File: config.mk
export PLATFORM = sky130hd
export DESIGN_NAME = mem_arbiter
export DESIGN_NICKNAME = d
export VERILOG_FILES = /design/src/rtl/mem_arbiter.sv
export SDC_FILE = /design/constraint.sdc
export NUM_CORES = 1
export LEC_CHECK = 0
export BUFFER_PORTS_ARGS = -buffer_cell sky130_fd_sc_hd__buf_2
export CAP_MARGIN = 15
export CORE_AREA = 3 3 104 106
export DETAILED_ROUTE_END_ITERATION = 10
export DIE_AREA = 0 0 107 109
export HOLD_SLACK_MARGIN = 0.08
export PLACE_DENSITY = 0.48
export SYNTH_ARGS = -nofsm -noshare
export SYNTH_HDL_FRONTEND = slang
export SYNTH_SLANG_ARGS = --single-unit
File: constraint.sdc
create_clock -name CLK -period 4.75 [get_ports CLK]
set_input_delay 0.95 -clock CLK [delete_from_list [all_inputs] [get_ports CLK]]
set_output_delay 0.95 -clock CLK [all_outputs]
set_load 0.1 [all_outputs]
File: src/rtl/mem_arbiter.sv
// Two-requester memory arbiter: an instruction port and a data port share a single RAM port.
// Data normally wins, but an instruction request that keeps being denied eventually gains priority.
module mem_arbiter #(
  parameter int unsigned STARVE_LIMIT = 4
) (
  input  logic        CLK,
  input  logic        nRST,
  // instruction requester
  input  logic        iREN,
  input  logic [31:0] iaddr,
  output logic [31:0] iload,
  output logic        iwait,
  // data requester
  input  logic        dREN,
  input  logic        dWEN,
  input  logic [31:0] daddr,
  input  logic [31:0] dstore,
  output logic [31:0] dload,
  output logic        dwait,
  // RAM side
  output logic        ramREN,
  output logic        ramWEN,
  output logic [31:0] ramaddr,
  output logic [31:0] ramstore,
  input  logic [31:0] ramload,
  input  logic [1:0]  ramstate,
  // observation
  output logic [1:0]  gnt
);

  localparam int unsigned CNT_W = $clog2(STARVE_LIMIT + 1);
  localparam logic [CNT_W-1:0] LIMIT = CNT_W'(STARVE_LIMIT);
  localparam logic [1:0] RAM_ACCESS = 2'd2;

  typedef enum logic [1:0] {
    IDLE = 2'd0,
    IGNT = 2'd1,
    DGNT = 2'd2
  } state_t;

  state_t           state;
  logic [CNT_W-1:0] starve_cnt;

  logic dpend;
  logic starved;
  logic icomplete;
  logic dcomplete;

  assign dpend     = dREN | dWEN;
  assign starved   = starve_cnt >= LIMIT;
  assign icomplete = (state == IGNT) && (ramstate == RAM_ACCESS);
  assign dcomplete = (state == DGNT) && (ramstate == RAM_ACCESS);

  // BUSY, FREE and ERROR all hold the grant; ERROR simply reissues the same access.
  always_ff @(posedge CLK or negedge nRST) begin
    if (!nRST) begin
      state      <= IDLE;
      starve_cnt <= '0;
    end else begin
      case (state)
        IDLE: begin
          if (dpend && !starved) begin
            state <= DGNT;
          end else if (iREN && (!dpend || starved)) begin
            state <= IGNT;
          end
        end
        IGNT: begin
          if (icomplete || !iREN) state <= IDLE;
        end
        DGNT: begin
          if (dcomplete || !dpend) state <= IDLE;
        end
        default: state <= IDLE;
      endcase

      if (!iREN || icomplete) begin
        starve_cnt <= '0;
      end else if (state != IGNT && !starved) begin
        starve_cnt <= starve_cnt + 1'b1;
      end
    end
  end

  always_comb begin
    ramREN   = 1'b0;
    ramWEN   = 1'b0;
    ramaddr  = '0;
    ramstore = '0;
    iload    = '0;
    dload    = '0;
    iwait    = iREN;
    dwait    = dpend;

    unique case (state)
      IGNT: begin
        ramREN  = 1'b1;
        ramaddr = iaddr;
        if (icomplete) begin
          iwait = 1'b0;
          iload = ramload;
        end
      end
      DGNT: begin
        // Write takes precedence when both enables are set.
        if (dWEN) begin
          ramWEN   = 1'b1;
          ramaddr  = daddr;
          ramstore = dstore;
        end else if (dREN) begin
          ramREN  = 1'b1;
          ramaddr = daddr;
        end
        if (dcomplete) begin
          dwait = 1'b0;
          if (!dWEN) dload = ramload;
        end
      end
      default: ;
    endcase
  end

  assign gnt = state;

endmodule

# == After elaboration in Yosys (flattened, before gate mapping) ==
# Index checks and enable logic that the tools add are counted.
# totals
regBits,5
latch_bits,0
ram_bits,0
rom_bits,0
out_inout_bits,134
elab_cells,52
n_memories,0
# op_classes
addsub,1
mul,0
n_div,0
order_cmp,1
n_eq_ne,7
shifts,0
muxes,26
bitwise_logic,1
reduce_logical,14
# ops
operator,count
32-bit two-way mux,9
32-bit one-hot mux with 2 select lines,1
1-bit two-way mux,8
2-bit two-way mux,4
3-bit two-way mux,2
2-bit by 1-bit inequality test with 1-bit output (second input constant),3
2-bit one-hot mux with 3 select lines,1
1-bit logical AND,5
2-bit == test (second input constant),2
3-bit by 1-bit adder with 3-bit output (second input constant),1
3-bit greater-or-equal comparator (second input constant),1
1-bit logical NOT,3
1-bit logical OR,3
3-bit inequality test (second input constant),1
3-bit AND reduction,1
2-bit by 1-bit == test with 1-bit output (second input constant),1
2-bit logical NOT,1
1-bit one-hot mux with 2 select lines,1
2-bit nonzero test,1
1-bit OR,1

# == Depth between registers and ports, before layout ==
# Gate-level depths: netlist of the first run.
# depth
ltp_word,7
ltp_mapped,8
depth_no_buf,6

# == Worst setup path after synthesis of the first run ==
# OpenSTA, ideal clock, no wires.
# synth_timing
path_type,reg-to-output
startpoint,reg state[1] (netlist: gnt[1])
endpoint,out iwait
arrival_ns,3.835
slack_ns,-0.035
stages_incl_launch_ff,6
n_path_buf,2
cell_sequence,dfrtp_1 inv_1 ha_1 buf_2 clkbuf_1 a21boi_0
# synth_via
elab_chain_len,4
# synth_rtl
item,line_no,rtl
"start, declared",41,state_t state;
"start signal, assigned",57,state <= IDLE;
"start signal, assigned",63,state <= DGNT;
"start signal, assigned",65,state <= IGNT;
2-bit by 1-bit == test with 1-bit output *,"51, 95",
1-bit logical AND,51,assign icomplete = (state == IGNT) && (ramstate == RAM_ACCESS);
1-bit two-way mux,99,if (icomplete) begin
1-bit two-way mux *,95,unique case (state)
"end, declared",12,"output logic iwait,"
# Mark *: on every way between the ends. The rest lies on a longest branch, timed or not.

# == Final worst setup path of the first run ==
# layout_timing
startpoint,in dWEN
endpoint,out dload[14]
# layout_via
elab_chain_len,3
# layout_rtl
item,line_no,rtl
"start, declared",15,"input logic dWEN,"
32-bit two-way mux,116,if (!dWEN) dload = ramload;
32-bit two-way mux,114,if (dcomplete) begin
32-bit two-way mux,95,
"end, declared",18,"output logic [31:0] dload,"
# Every way passes these cells.

==> impl_metrics.xml, run 1 <==
<?xml version="1.0" encoding="UTF-8"?>
<metrics>
  <group name="timing">
    <metric name="slew-limit-headroom" unit="%">25.02</metric>
    <metric name="slew_violations" unit="">0</metric>
    <metric name="report.final.hold_viol_count" unit="">0</metric>
    <metric name="finalWorstSetupSlack" unit="ps">1101</metric>
    <metric name="setup_viol" unit="">0</metric>
    <metric name="layout_min_cycle_time" unit="ps">3649</metric>
    <metric name="fin_tns_setup" unit="ps">0</metric>
    <metric name="grt_setup_unrepaired" unit="">no</metric>
    <metric name="holdWs" unit="ps">529.4</metric>
    <metric name="finalCritPeriodShare" unit="%">76.81</metric>
    <metric name="worst_pin_slew" unit="ps">1120</metric>
    <metric name="fin_skew" unit="ps">0.1912</metric>
    <metric name="fmax" unit="GHz">0.2741</metric>
  </group>
  <group name="global_route">
    <metric name="first_global_vias" unit="">2735</metric>
    <metric name="overflow" unit="">0</metric>
    <metric name="grt.total_usage" unit="%">12.89</metric>
    <metric name="grt_start_max_net_pins" unit="">43</metric>
    <metric name="first_pass_grt_wire_length" unit="mm">12.47</metric>
    <metric name="antenna_found_initial" unit="">0</metric>
  </group>
  <group name="floorplanning">
    <metric name="num_rows" unit="">36</metric>
    <metric name="initial_utilization" unit="%">16.40</metric>
    <metric name="die_area" unit="µm²">11660</metric>
    <metric name="num_io_pins" unit="">269</metric>
    <metric name="core_region" unit="µm²">9864</metric>
    <metric name="vertical_extent_of_the_die" unit="µm">109</metric>
    <metric name="die_w" unit="µm">107</metric>
  </group>
  <group name="routing">
    <metric name="drt-pass1-iter-count" unit="">4</metric>
    <metric name="drt_iter0_drc" unit="">97</metric>
    <metric name="detail_route.wl_per_cell" unit="µm">14.09</metric>
    <metric name="post_drt_via_cell_ratio" unit="">4.376</metric>
    <metric name="ant_nets" unit="">0</metric>
    <metric name="route.final.wire_length" unit="mm">8.654</metric>
    <metric name="vias" unit="">2687</metric>
    <metric name="drt_drc_violations_left" unit="">0</metric>
  </group>
  <group name="placed_design">
    <metric name="io_buffer_count" unit="">268</metric>
    <metric name="placement.setup.worst_slack" unit="ps">1080</metric>
    <metric name="hpwlAfterDp" unit="mm">7.023</metric>
    <metric name="post-place-cells" unit="">610</metric>
    <metric name="gpl.final_weighted_congestion" unit="">0.8032</metric>
  </group>
  <group name="status">
    <metric name="status" unit="">finished clean</metric>
  </group>
  <group name="yosys">
    <metric name="synthDominantAreaCellType" unit="">sky130_fd_sc_hd__and3_1</metric>
    <metric name="ys.flop_type" unit="">sky130_fd_sc_hd__dfrtp_1</metric>
    <metric name="syn_warnings" unit="">0</metric>
    <metric name="synthArstFlopShare" unit="%">100.0</metric>
    <metric name="yosysSeqAreaShare" unit="%">7.734</metric>
    <metric name="mapped_cell_area" unit="µm²">1618</metric>
    <metric name="average_size_of_a_mapped_cell" unit="µm²">6.855</metric>
    <metric name="yosys_reg_bits" unit="">5</metric>
    <metric name="yosys_cell_types" unit="">30</metric>
    <metric name="synth_fp_nets" unit="">375</metric>
    <metric name="synthMostInstantiatedCell" unit="">sky130_fd_sc_hd__and3_1</metric>
    <metric name="synthTopCellsByArea" unit="">sky130_fd_sc_hd__and3_1 25%, sky130_fd_sc_hd__a22oi_1 15%, sky130_fd_sc_hd__and2_1 14%, sky130_fd_sc_hd__nor2b_1 13%, sky130_fd_sc_hd__dfrtp_1 7.7%</metric>
    <metric name="synth_commonest_cells" unit="">64 x sky130_fd_sc_hd__and3_1, 36 x sky130_fd_sc_hd__and2_1, 33 x sky130_fd_sc_hd__nor2b_1, 32 x sky130_fd_sc_hd__a22oi_1, 18 x sky130_fd_sc_hd__clkbuf_1</metric>
    <metric name="synth_enable_flop_cells" unit="">0</metric>
    <metric name="cell_count_after_synthesis" unit="">236</metric>
    <metric name="area_share_of_the_largest_cell_type_after_synthesis" unit="%">24.75</metric>
  </group>
  <group name="clocking">
    <metric name="cts.sink_count" unit="">5</metric>
    <metric name="htree_depth" unit="">1</metric>
    <metric name="path_clk_slew" unit="ps">40</metric>
    <metric name="root_buffer" unit="">sky130_fd_sc_hd__clkbuf_8</metric>
    <metric name="post_cts.resized_instances" unit="">0</metric>
    <metric name="post_cts_buffers" unit="">0</metric>
    <metric name="clock_tree_from_tritoncts" unit="">yes</metric>
    <metric name="worstSkewPairLatency" unit="ps">220</metric>
    <metric name="number_of_buffers_created_by_cts" unit="">3</metric>
    <metric name="clock_path_buffers" unit="">2</metric>
    <metric name="holdBufCountCts" unit="">0</metric>
  </group>
  <group name="critical_path">
    <metric name="arrival_worst_endpoint" unit="ps">2700</metric>
    <metric name="required" unit="ps">3800</metric>
    <metric name="path_max_fanout" unit="">37</metric>
    <metric name="startpoint_type" unit="">input port</metric>
    <metric name="crit_type" unit="">in -&gt; out</metric>
    <metric name="endpoint_kind" unit="">output pin</metric>
  </group>
  <group name="power">
    <metric name="powerDensity" unit="nW/µm²">681.9</metric>
    <metric name="share_seq_of_total_power" unit="%">4.0</metric>
    <metric name="combPwrFrac" unit="%">92.2</metric>
    <metric name="clock_power_share" unit="%">3.8</metric>
    <metric name="worst_ir_drop_vdd" unit="V">0.0002860</metric>
    <metric name="power_switching_share" unit="%">76.53</metric>
    <metric name="switching_power" unit="mW">1.591</metric>
    <metric name="p_leak" unit="nW">2.055</metric>
    <metric name="cell_internal_pwr" unit="mW">0.4877</metric>
  </group>
  <group name="final_layout">
    <metric name="seqCellArea" unit="µm²">125.1</metric>
    <metric name="finalNetCount" unit="">621</metric>
    <metric name="antenna_cells" unit="">0</metric>
    <metric name="flow.area_growth_from_synthesis" unit="%">88.40</metric>
    <metric name="post_route_cells_drive_above_1_share" unit="%">58.42</metric>
    <metric name="multi_input_comb_area" unit="µm²">1328</metric>
    <metric name="fillCellCount" unit="">1118</metric>
    <metric name="final_cell_count_no_fill" unit="">614</metric>
  </group>
  <group name="min_path">
    <metric name="min_path_type" unit="">in -&gt; async</metric>
  </group>
  <group name="job">
    <metric name="max_cap_viol_count" unit="">0</metric>
  </group>
</metrics>
[logic make-up (layout without fill, tap and decap cells)]
kind of cell / count (synthesis) / in the layout / share of synthesized area, %
and+or+nand+nor: 143 / 143 / 55.84
AOI/OAI and AO/OA: 48 / 48 / 21.66
buffers and inverters: 34 / 279 / 10.52
DFF: 5 / 5 / 7.734
adders and majority gates: 4 / 4 / 3.094
xor gates and xnor gates: 1 / 1 / 0.5415
muxes: 1 / 1 / 0.6187
[sequential cells by signal (all words and copies together) (netlist names)]
signal	cells
gnt	2
starve_cnt	3
[power groups by stage]
stage / clock network, mW / registers, mW / logic, mW
after floorplan: 0 / 0.126 / 1.60
after global placement: 0 / 0.0812 / 1.92
after detailed placement: 0 / 0.0824 / 1.93
after CTS: 0.0823 / 0.0822 / 1.93
after global routing: 0.0882 / 0.0861 / 2.02
final: 0.0799 / 0.0825 / 1.92
[layer usage]
metal	track usage, %	wire length, µm	up-vias
li1	-	-	1321
met1	14.11	3304	1242
met2	25.90	4744	116
met3	2.487	537	8
met4	2.009	67	0
met5	0	0	-
[cells in the final DEF, fill, tap and decap left out, drive strengths merged, types with 2 or more instances in the layout]
cell    instances
o21ai           6
nand2           2
inv             3
clkbuf          3
and2           36
a22oi          32
dfrtp           5
nand3           2
and3           64
ha              4
nor2b          33
buf           272
nor2            2
o21a            3
a21oi           3
[critical path, stage by stage]
cell and delay, ps:
sky130_fd_sc_hd__buf_2 260, sky130_fd_sc_hd__nor3b_4 820, sky130_fd_sc_hd__and2_1 230, sky130_fd_sc_hd__buf_2 420
[worst paths after layout]
kind	slack [ps]	endpoint	depth (start not counted)	startpoint
worst max-delay path	1100	dload[14]	4	dWEN
worst min-delay path	530	starve_cnt[0]	1	nRST
worst max register to register	2620	gnt[0]	5	gnt[1]
worst min register to register	590	gnt[0]	1	gnt[0]
max in group asynchronous	4100	gnt[1]	1	nRST
min in group CLK	590	gnt[0]	1	gnt[0]
[per-stage QoR]
stage / utilization (%) / area, µm² / total power [mW]
2_1_floorplan: - / 1618 / 1.728
3_3_place_gp: 30.43 / 3002 / 1.999
3_5_place_dp: 30.43 / 3002 / 2.013
4_1_cts: 30.90 / 3048 / 2.098
5_1_grt: 30.90 / 3048 / 2.191
6_report: 30.90 / 3048 / 2.078
[layout make-up]
cell class	count	share of cell area (%)
Clock inverter	1	0.1642
Timing Repair Buffer	272	44.99
Inverter	3	0.3695
Multi-Input combinational cell	197	43.55
Clock buffer	3	1.355
Tap cell	133	5.460
Sequential cell	5	4.105
(Power assumes the default switching activity.)
==> run 2: changes to the inputs <==
--- a/config.mk
+++ b/config.mk
@@ -11,7 +11,7 @@
 export DETAILED_ROUTE_END_ITERATION = 10
 export DIE_AREA = 0 0 107 109
 export HOLD_SLACK_MARGIN = 0.08
-export PLACE_DENSITY = 0.48
+export PLACE_DENSITY = 0.5
 export SYNTH_ARGS = -nofsm -noshare
 export SYNTH_HDL_FRONTEND = slang
 export SYNTH_SLANG_ARGS = --single-unit
==> constraint.sdc (replaced) <==
create_clock -name CLK -period 3.19 [get_ports CLK]
set_input_delay 0.638 -clock CLK [delete_from_list [all_inputs] [get_ports CLK]]
set_output_delay 0.638 -clock CLK [all_outputs]
set_load 0.1 [all_outputs]
==> run 2 against run 1 <==
Wire length is 9.4% higher; combinational power is 92% higher; clock skew is 0.62 ps higher; register-to-register slack worse by 1400 ps; global-route usage is 2.1 points higher; final cell count is 0.81% higher.
==> impl_metrics.xml, run 2 (synthesized netlist as in run 1, its figures left out) <==
<?xml version="1.0" encoding="UTF-8"?>
<metrics>
  <group name="power">
    <metric name="cell_internal_pwr" unit="mW">1.364</metric>
    <metric name="clock_power_share" unit="%">3.0</metric>
    <metric name="switching_power" unit="mW">2.560</metric>
    <metric name="share_seq_of_total_power" unit="%">3.1</metric>
    <metric name="power_switching_share" unit="%">65.25</metric>
    <metric name="worst_ir_drop_vdd" unit="V">0.0004939</metric>
    <metric name="p_leak" unit="nW">2.379</metric>
    <metric name="combPwrFrac" unit="%">94.0</metric>
    <metric name="p_total" unit="mW">3.924</metric>
    <metric name="powerDensity" unit="nW/µm²">915.4</metric>
  </group>
  <group name="timing">
    <metric name="slew_violations" unit="">0</metric>
    <metric name="grt_setup_unrepaired" unit="">no</metric>
    <metric name="fin_tns_setup" unit="ps">0</metric>
    <metric name="setup_viol" unit="">0</metric>
    <metric name="finalCritPeriodShare" unit="%">89.13</metric>
    <metric name="fin_skew" unit="ps">0.8063</metric>
    <metric name="report.final.hold_viol_count" unit="">0</metric>
    <metric name="worst_pin_slew" unit="ps">526.1</metric>
    <metric name="slew-limit-headroom" unit="%">65.17</metric>
    <metric name="layout_min_cycle_time" unit="ps">2843</metric>
    <metric name="fmax" unit="GHz">0.3517</metric>
    <metric name="holdWs" unit="ps">231.4</metric>
  </group>
  <group name="global_route">
    <metric name="first_global_vias" unit="">2824</metric>
    <metric name="antenna_found_initial" unit="">0</metric>
    <metric name="first_pass_grt_wire_length" unit="mm">14.14</metric>
    <metric name="grt.total_usage" unit="%">14.95</metric>
    <metric name="grt_start_max_net_pins" unit="">39</metric>
    <metric name="overflow" unit="">0</metric>
  </group>
  <group name="clocking">
    <metric name="post_cts_buffers" unit="">0</metric>
    <metric name="cts.sink_count" unit="">5</metric>
    <metric name="path_clk_slew" unit="ps">30</metric>
    <metric name="clock_path_buffers" unit="">2</metric>
    <metric name="root_buffer" unit="">sky130_fd_sc_hd__clkbuf_8</metric>
    <metric name="worstSkewPairLatency" unit="ps">220</metric>
    <metric name="clock_tree_from_tritoncts" unit="">yes</metric>
    <metric name="holdBufCountCts" unit="">0</metric>
    <metric name="htree_depth" unit="">1</metric>
    <metric name="post_cts.resized_instances" unit="">0</metric>
    <metric name="number_of_buffers_created_by_cts" unit="">3</metric>
  </group>
  <group name="critical_path">
    <metric name="required" unit="ps">2550</metric>
    <metric name="arrival_worst_endpoint" unit="ps">2210</metric>
    <metric name="endpoint_kind" unit="">output pin</metric>
    <metric name="setup.reg_to_reg.worst_slack" unit="ps">1220</metric>
    <metric name="path_max_fanout" unit="">35</metric>
    <metric name="crit_type" unit="">reg -&gt; out</metric>
    <metric name="startpoint_type" unit="">register</metric>
  </group>
  <group name="floorplanning">
    <metric name="initial_utilization" unit="%">16.40</metric>
    <metric name="num_rows" unit="">36</metric>
    <metric name="core_region" unit="µm²">9864</metric>
    <metric name="die_area" unit="µm²">11660</metric>
    <metric name="num_io_pins" unit="">269</metric>
    <metric name="die_w" unit="µm">107</metric>
    <metric name="vertical_extent_of_the_die" unit="µm">109</metric>
  </group>
  <group name="routing">
    <metric name="vias" unit="">2750</metric>
    <metric name="ant_nets" unit="">0</metric>
    <metric name="detail_route.wl_per_cell" unit="µm">15.30</metric>
    <metric name="drt_iter0_drc" unit="">106</metric>
    <metric name="drt-pass1-iter-count" unit="">4</metric>
    <metric name="drt_drc_violations_left" unit="">0</metric>
    <metric name="route.final.wire_length" unit="mm">9.470</metric>
    <metric name="post_drt_via_cell_ratio" unit="">4.443</metric>
  </group>
  <group name="final_layout">
    <metric name="fillCellCount" unit="">982</metric>
    <metric name="final_cell_count_no_fill" unit="">619</metric>
    <metric name="largest_register_ff_count" unit="">3</metric>
    <metric name="mostFrequentLayoutCells" unit="">204 x sky130_fd_sc_hd__buf_2, 64 x sky130_fd_sc_hd__and3_1, 64 x sky130_fd_sc_hd__buf_12, 32 x sky130_fd_sc_hd__a22oi_1, 29 x sky130_fd_sc_hd__nor2b_4</metric>
    <metric name="top_register" unit="">starve_cnt</metric>
    <metric name="fin_area" unit="µm²">4287</metric>
    <metric name="antenna_cells" unit="">0</metric>
    <metric name="post_route_cells_drive_above_1_share" unit="%">67.49</metric>
    <metric name="most_common_cell_after_layout_fill_and_taps_aside" unit="">sky130_fd_sc_hd__buf_2</metric>
    <metric name="finalNetCount" unit="">626</metric>
    <metric name="flow.area_growth_from_synthesis" unit="%">165.0</metric>
  </group>
  <group name="min_path">
    <metric name="min_path_type" unit="">in -&gt; async</metric>
  </group>
  <group name="job">
    <metric name="max_cap_viol_count" unit="">0</metric>
  </group>
  <group name="placed_design">
    <metric name="gpl.final_weighted_congestion" unit="">0.7950</metric>
    <metric name="hpwlAfterDp" unit="mm">7.981</metric>
    <metric name="io_buffer_count" unit="">268</metric>
    <metric name="place_area" unit="µm²">4242</metric>
    <metric name="post-place-cells" unit="">615</metric>
  </group>
  <group name="status">
    <metric name="status" unit="">finished clean</metric>
  </group>
</metrics>
[run 2: changes by cell type in the layout (fill, tap and decap cells not counted), moves of 10 or more]
cell	previous run	this run
sky130_fd_sc_hd__buf_12	0	64
sky130_fd_sc_hd__nor2b_4	0	29
sky130_fd_sc_hd__and2_1	36	26
sky130_fd_sc_hd__buf_2	268	204
sky130_fd_sc_hd__and2_2	0	10
sky130_fd_sc_hd__nor2b_1	32	0
[run 2: through the flow]
step / setup WS, ps / util [%]
2_1_floorplan: -518.4 / -
3_3_place_gp: 582.4 / 43.00
3_5_place_dp: 546.0 / 43.00
4_1_cts: 334.2 / 43.46
5_1_grt: 197.9 / 43.46
6_report: 346.8 / 43.46
[run 2: final timing paths]
kind,start,to,depth (start not counted)
setup reg to reg,gnt[0],gnt[0],7
min in group CLK,gnt[0],gnt[0],1
setup / recovery,gnt[0],ramaddr[26],8
hold reg to reg,gnt[0],gnt[0],1
hold / removal,nRST,gnt[1],1
max in group asynchronous,nRST,starve_cnt[1],1
[run 2: cell type report]
cell class                      count  area [µm²]  area share [%]
Timing Repair Buffer              277        2370           55.28
Multi-Input combinational cell    197        1569           36.60
Tap cell                          133       166.4           3.882
Sequential cell                     5       125.1           2.919
Clock buffer                        4       45.04           1.051
Inverter                            3       11.26          0.2627
[run 2: power by group through the flow]
| stage | logic, mW | clock network (mW) | registers, mW |
|---|---|---|---|
| 3_3_place_gp | 3.68 | 0 | 0.119 |
| 6_report | 3.69 | 0.116 | 0.121 |
| 4_1_cts | 3.72 | 0.120 | 0.121 |
| 5_1_grt | 3.84 | 0.124 | 0.124 |
| 3_5_place_dp | 3.71 | 0 | 0.122 |
| 2_1_floorplan | 2.69 | 0 | 0.187 |
[run 2: worst max-delay path: stages, from the launching register on]
cell                      delay (ps)
sky130_fd_sc_hd__dfrtp_1         400
sky130_fd_sc_hd__inv_1            90
sky130_fd_sc_hd__ha_1            210
sky130_fd_sc_hd__buf_4           280
sky130_fd_sc_hd__o21a_1          180
sky130_fd_sc_hd__buf_4           290
sky130_fd_sc_hd__a22oi_1         170
sky130_fd_sc_hd__nor2b_4         170
sky130_fd_sc_hd__buf_12          180
[run 2: routing by layer]
metal	vias up	routed length, µm	GRT usage, %	share of wire, %
met2	154	5070	29.77	54
met5	-	0	0	0
met3	14	925	3.908	9.8
met1	1250	3287	15.14	35
met4	0	187	4.475	2.0
li1	1332	-	-	-
==> run 3: changes to the inputs <==
--- a/config.mk
+++ b/config.mk
@@ -7,11 +7,12 @@
 export LEC_CHECK = 0
 export BUFFER_PORTS_ARGS = -buffer_cell sky130_fd_sc_hd__buf_2
 export CAP_MARGIN = 15
-export CORE_AREA = 3 3 104 106
+export CORE_AREA = 3 3 102 104
 export DETAILED_ROUTE_END_ITERATION = 10
-export DIE_AREA = 0 0 107 109
+export DIE_AREA = 0 0 105 107
 export HOLD_SLACK_MARGIN = 0.08
 export PLACE_DENSITY = 0.5
+export RECOVER_POWER = 50
 export SYNTH_ARGS = -nofsm -noshare
 export SYNTH_HDL_FRONTEND = slang
 export SYNTH_SLANG_ARGS = --single-unit
==> constraint.sdc (replaced) <==
create_clock -name CLK -period 3.04 [get_ports CLK]
set_input_delay 0.608 -clock CLK [delete_from_list [all_inputs] [get_ports CLK]]
set_output_delay 0.608 -clock CLK [all_outputs]
set_load 0.1 [all_outputs]
==> run 3 against run 2 <==
Clock-buffer cell count shrank 1; design area shrank 6.0%; register-to-register slack is essentially flat; wire length shrank 6.6%.
==> impl_metrics.xml, run 3 (synthesized netlist as in run 1, its figures left out) <==
<?xml version="1.0" encoding="UTF-8"?>
<metrics>
  <group name="status">
    <metric name="status" unit="">finished clean</metric>
  </group>
  <group name="critical_path">
    <metric name="rr_startpoint" unit="">gnt[1]</metric>
    <metric name="endpoint_kind" unit="">output pin</metric>
    <metric name="r2r.worst_path.cells" unit="">5</metric>
    <metric name="worstSetupStartpoint" unit="">gnt[0]</metric>
    <metric name="cell_with_the_largest_stage_delay_on_the_worst_path" unit="">sky130_fd_sc_hd__clkbuf_2</metric>
    <metric name="arrival_worst_endpoint" unit="ps">2160</metric>
    <metric name="critical-path-max-stage-delay" unit="ps">430</metric>
    <metric name="path_cells" unit="">inv_1 &gt; ha_1 &gt; nor3b_4 &gt; clkbuf_2 &gt; and2_2 &gt; clkbuf_4</metric>
    <metric name="critPathBufInv" unit="">3</metric>
    <metric name="startpoint_type" unit="">register</metric>
    <metric name="crit_family" unit="">buffers and inverters</metric>
    <metric name="crit_type" unit="">reg -&gt; out</metric>
    <metric name="required" unit="ps">2430</metric>
    <metric name="timing.critical_path.depth" unit="">6</metric>
    <metric name="path_max_fanout" unit="">32</metric>
  </group>
  <group name="routing">
    <metric name="route.final.wire_length" unit="mm">8.849</metric>
    <metric name="detail_route.wl_per_cell" unit="µm">14.32</metric>
    <metric name="drt-pass1-iter-count" unit="">6</metric>
    <metric name="drt_drc_violations_left" unit="">0</metric>
    <metric name="post_drt_via_cell_ratio" unit="">4.401</metric>
    <metric name="vias" unit="">2720</metric>
    <metric name="ant_nets" unit="">0</metric>
    <metric name="drt_iter0_drc" unit="">100</metric>
  </group>
  <group name="timing">
    <metric name="grt_setup_unrepaired" unit="">no</metric>
    <metric name="finalCritPeriodShare" unit="%">91.12</metric>
    <metric name="slew-limit-headroom" unit="%">17.83</metric>
    <metric name="setup_viol" unit="">0</metric>
    <metric name="slew_violations" unit="">0</metric>
    <metric name="report.final.hold_viol_count" unit="">0</metric>
    <metric name="fmax" unit="GHz">0.3610</metric>
    <metric name="worst_pin_slew" unit="ps">1238</metric>
    <metric name="layout_min_cycle_time" unit="ps">2770</metric>
    <metric name="fin_skew" unit="ps">1.299</metric>
    <metric name="fin_tns_setup" unit="ps">0</metric>
    <metric name="finalWorstSetupSlack" unit="ps">270.1</metric>
  </group>
  <group name="clocking">
    <metric name="worstSkewPairLatency" unit="ps">220</metric>
    <metric name="path_clk_slew" unit="ps">40</metric>
    <metric name="post_cts_buffers" unit="">0</metric>
    <metric name="post_cts.resized_instances" unit="">0</metric>
    <metric name="number_of_buffers_created_by_cts" unit="">3</metric>
    <metric name="clock_path_buffers" unit="">2</metric>
    <metric name="htree_depth" unit="">1</metric>
    <metric name="root_buffer" unit="">sky130_fd_sc_hd__clkbuf_8</metric>
    <metric name="clock_tree_from_tritoncts" unit="">yes</metric>
    <metric name="cts.sink_count" unit="">5</metric>
    <metric name="holdBufCountCts" unit="">0</metric>
  </group>
  <group name="floorplanning">
    <metric name="initial_utilization" unit="%">16.78</metric>
    <metric name="num_rows" unit="">36</metric>
    <metric name="vertical_extent_of_the_die" unit="µm">107</metric>
    <metric name="die_area" unit="µm²">11240</metric>
    <metric name="die_w" unit="µm">105</metric>
    <metric name="num_io_pins" unit="">269</metric>
    <metric name="core_region" unit="µm²">9639</metric>
  </group>
  <group name="final_layout">
    <metric name="finalNetCount" unit="">625</metric>
    <metric name="post_route_cells_drive_above_1_share" unit="%">71.96</metric>
    <metric name="postLayoutCoreUtil" unit="%">41.80</metric>
    <metric name="fillCellCount" unit="">996</metric>
    <metric name="antenna_cells" unit="">0</metric>
    <metric name="mostFrequentLayoutCells" unit="">173 x sky130_fd_sc_hd__buf_2, 56 x sky130_fd_sc_hd__and3_1, 42 x sky130_fd_sc_hd__buf_12, 32 x sky130_fd_sc_hd__a22oi_1, 29 x sky130_fd_sc_hd__clkbuf_2</metric>
    <metric name="largest_register_ff_count" unit="">3</metric>
    <metric name="flow.area_growth_from_synthesis" unit="%">149.0</metric>
    <metric name="top_register" unit="">starve_cnt</metric>
    <metric name="final_cell_count_no_fill" unit="">618</metric>
    <metric name="most_common_cell_after_layout_fill_and_taps_aside" unit="">sky130_fd_sc_hd__buf_2</metric>
  </group>
  <group name="placed_design">
    <metric name="post-place-cells" unit="">614</metric>
    <metric name="hpwlAfterDp" unit="mm">7.541</metric>
    <metric name="gpl.final_weighted_congestion" unit="">0.7788</metric>
    <metric name="io_buffer_count" unit="">268</metric>
    <metric name="placement.setup.worst_slack" unit="ps">534.1</metric>
  </group>
  <group name="global_route">
    <metric name="overflow" unit="">0</metric>
    <metric name="first_global_vias" unit="">2541</metric>
    <metric name="grt_start_max_net_pins" unit="">38</metric>
    <metric name="antenna_found_initial" unit="">0</metric>
    <metric name="grt.total_usage" unit="%">13.74</metric>
    <metric name="first_pass_grt_wire_length" unit="mm">12.91</metric>
  </group>
  <group name="power">
    <metric name="powerDensity" unit="nW/µm²">1002</metric>
    <metric name="p_total" unit="mW">4.038</metric>
    <metric name="worst_ir_drop_vdd" unit="V">0.0005778</metric>
    <metric name="p_leak" unit="nW">2.269</metric>
  </group>
  <group name="job">
    <metric name="max_cap_viol_count" unit="">0</metric>
  </group>
  <group name="min_path">
    <metric name="min_path_type" unit="">in -&gt; async</metric>
  </group>
</metrics>
run 3: per-layer routing:
metal	track usage [%]	vias to the layer above	wire (µm)
li1	-	1329	-
met1	14.31	1236	3269
met2	27.36	147	4697
met3	3.672	8	772
met4	2.812	0	108
met5	0	-	0
run 3: area by class of cell:
type	count	area (µm²)	area share [%]
clock buffer	3	41.29	1.025
clock inverter	1	5.005	0.1242
inverter	3	11.26	0.2795
multi-input combinational	197	1599	39.69
sequential	5	125.1	3.106
tap	133	166.4	4.130
timing repair buffer	276	2081	51.65
run 3: through the flow:
step	hold WS [ps]	instance area, µm²
after floorplan	312.4	1897
after global placement	436.0	4284
after detailed placement	434.8	4284
after CTS	204.3	4330
after global routing	256.1	4029
final	245.8	4029
run 3: power by group:
group	switching [mW]	internal (mW)	total [mW]	leakage, nW
Sequential	0.0299	0.0945	0.124	0.0651
Clock	0.0308	0.0878	0.119	0.0255
Combinational	2.60	1.20	3.80	2.18
run 3: path summary, 6_finish.rpt:
| kind | end | slack (ps) |
|---|---|---|
| setup / recovery | dload[20] | 270 |
| hold reg to reg | gnt[0] | 560 |
| min in group CLK | gnt[0] | 560 |
| max in group asynchronous | starve_cnt[0] | 2570 |
| hold / removal | starve_cnt[2] | 250 |
| setup reg to reg | gnt[0] | 1210 |
run 3: worst reg2reg max path, stage by stage (launching register included):
cell	delay, ps
sky130_fd_sc_hd__dfrtp_1	390
sky130_fd_sc_hd__inv_1	100
sky130_fd_sc_hd__ha_2	590
sky130_fd_sc_hd__buf_12	250
sky130_fd_sc_hd__o21ai_0	120
sky130_fd_sc_hd__a32o_1	270
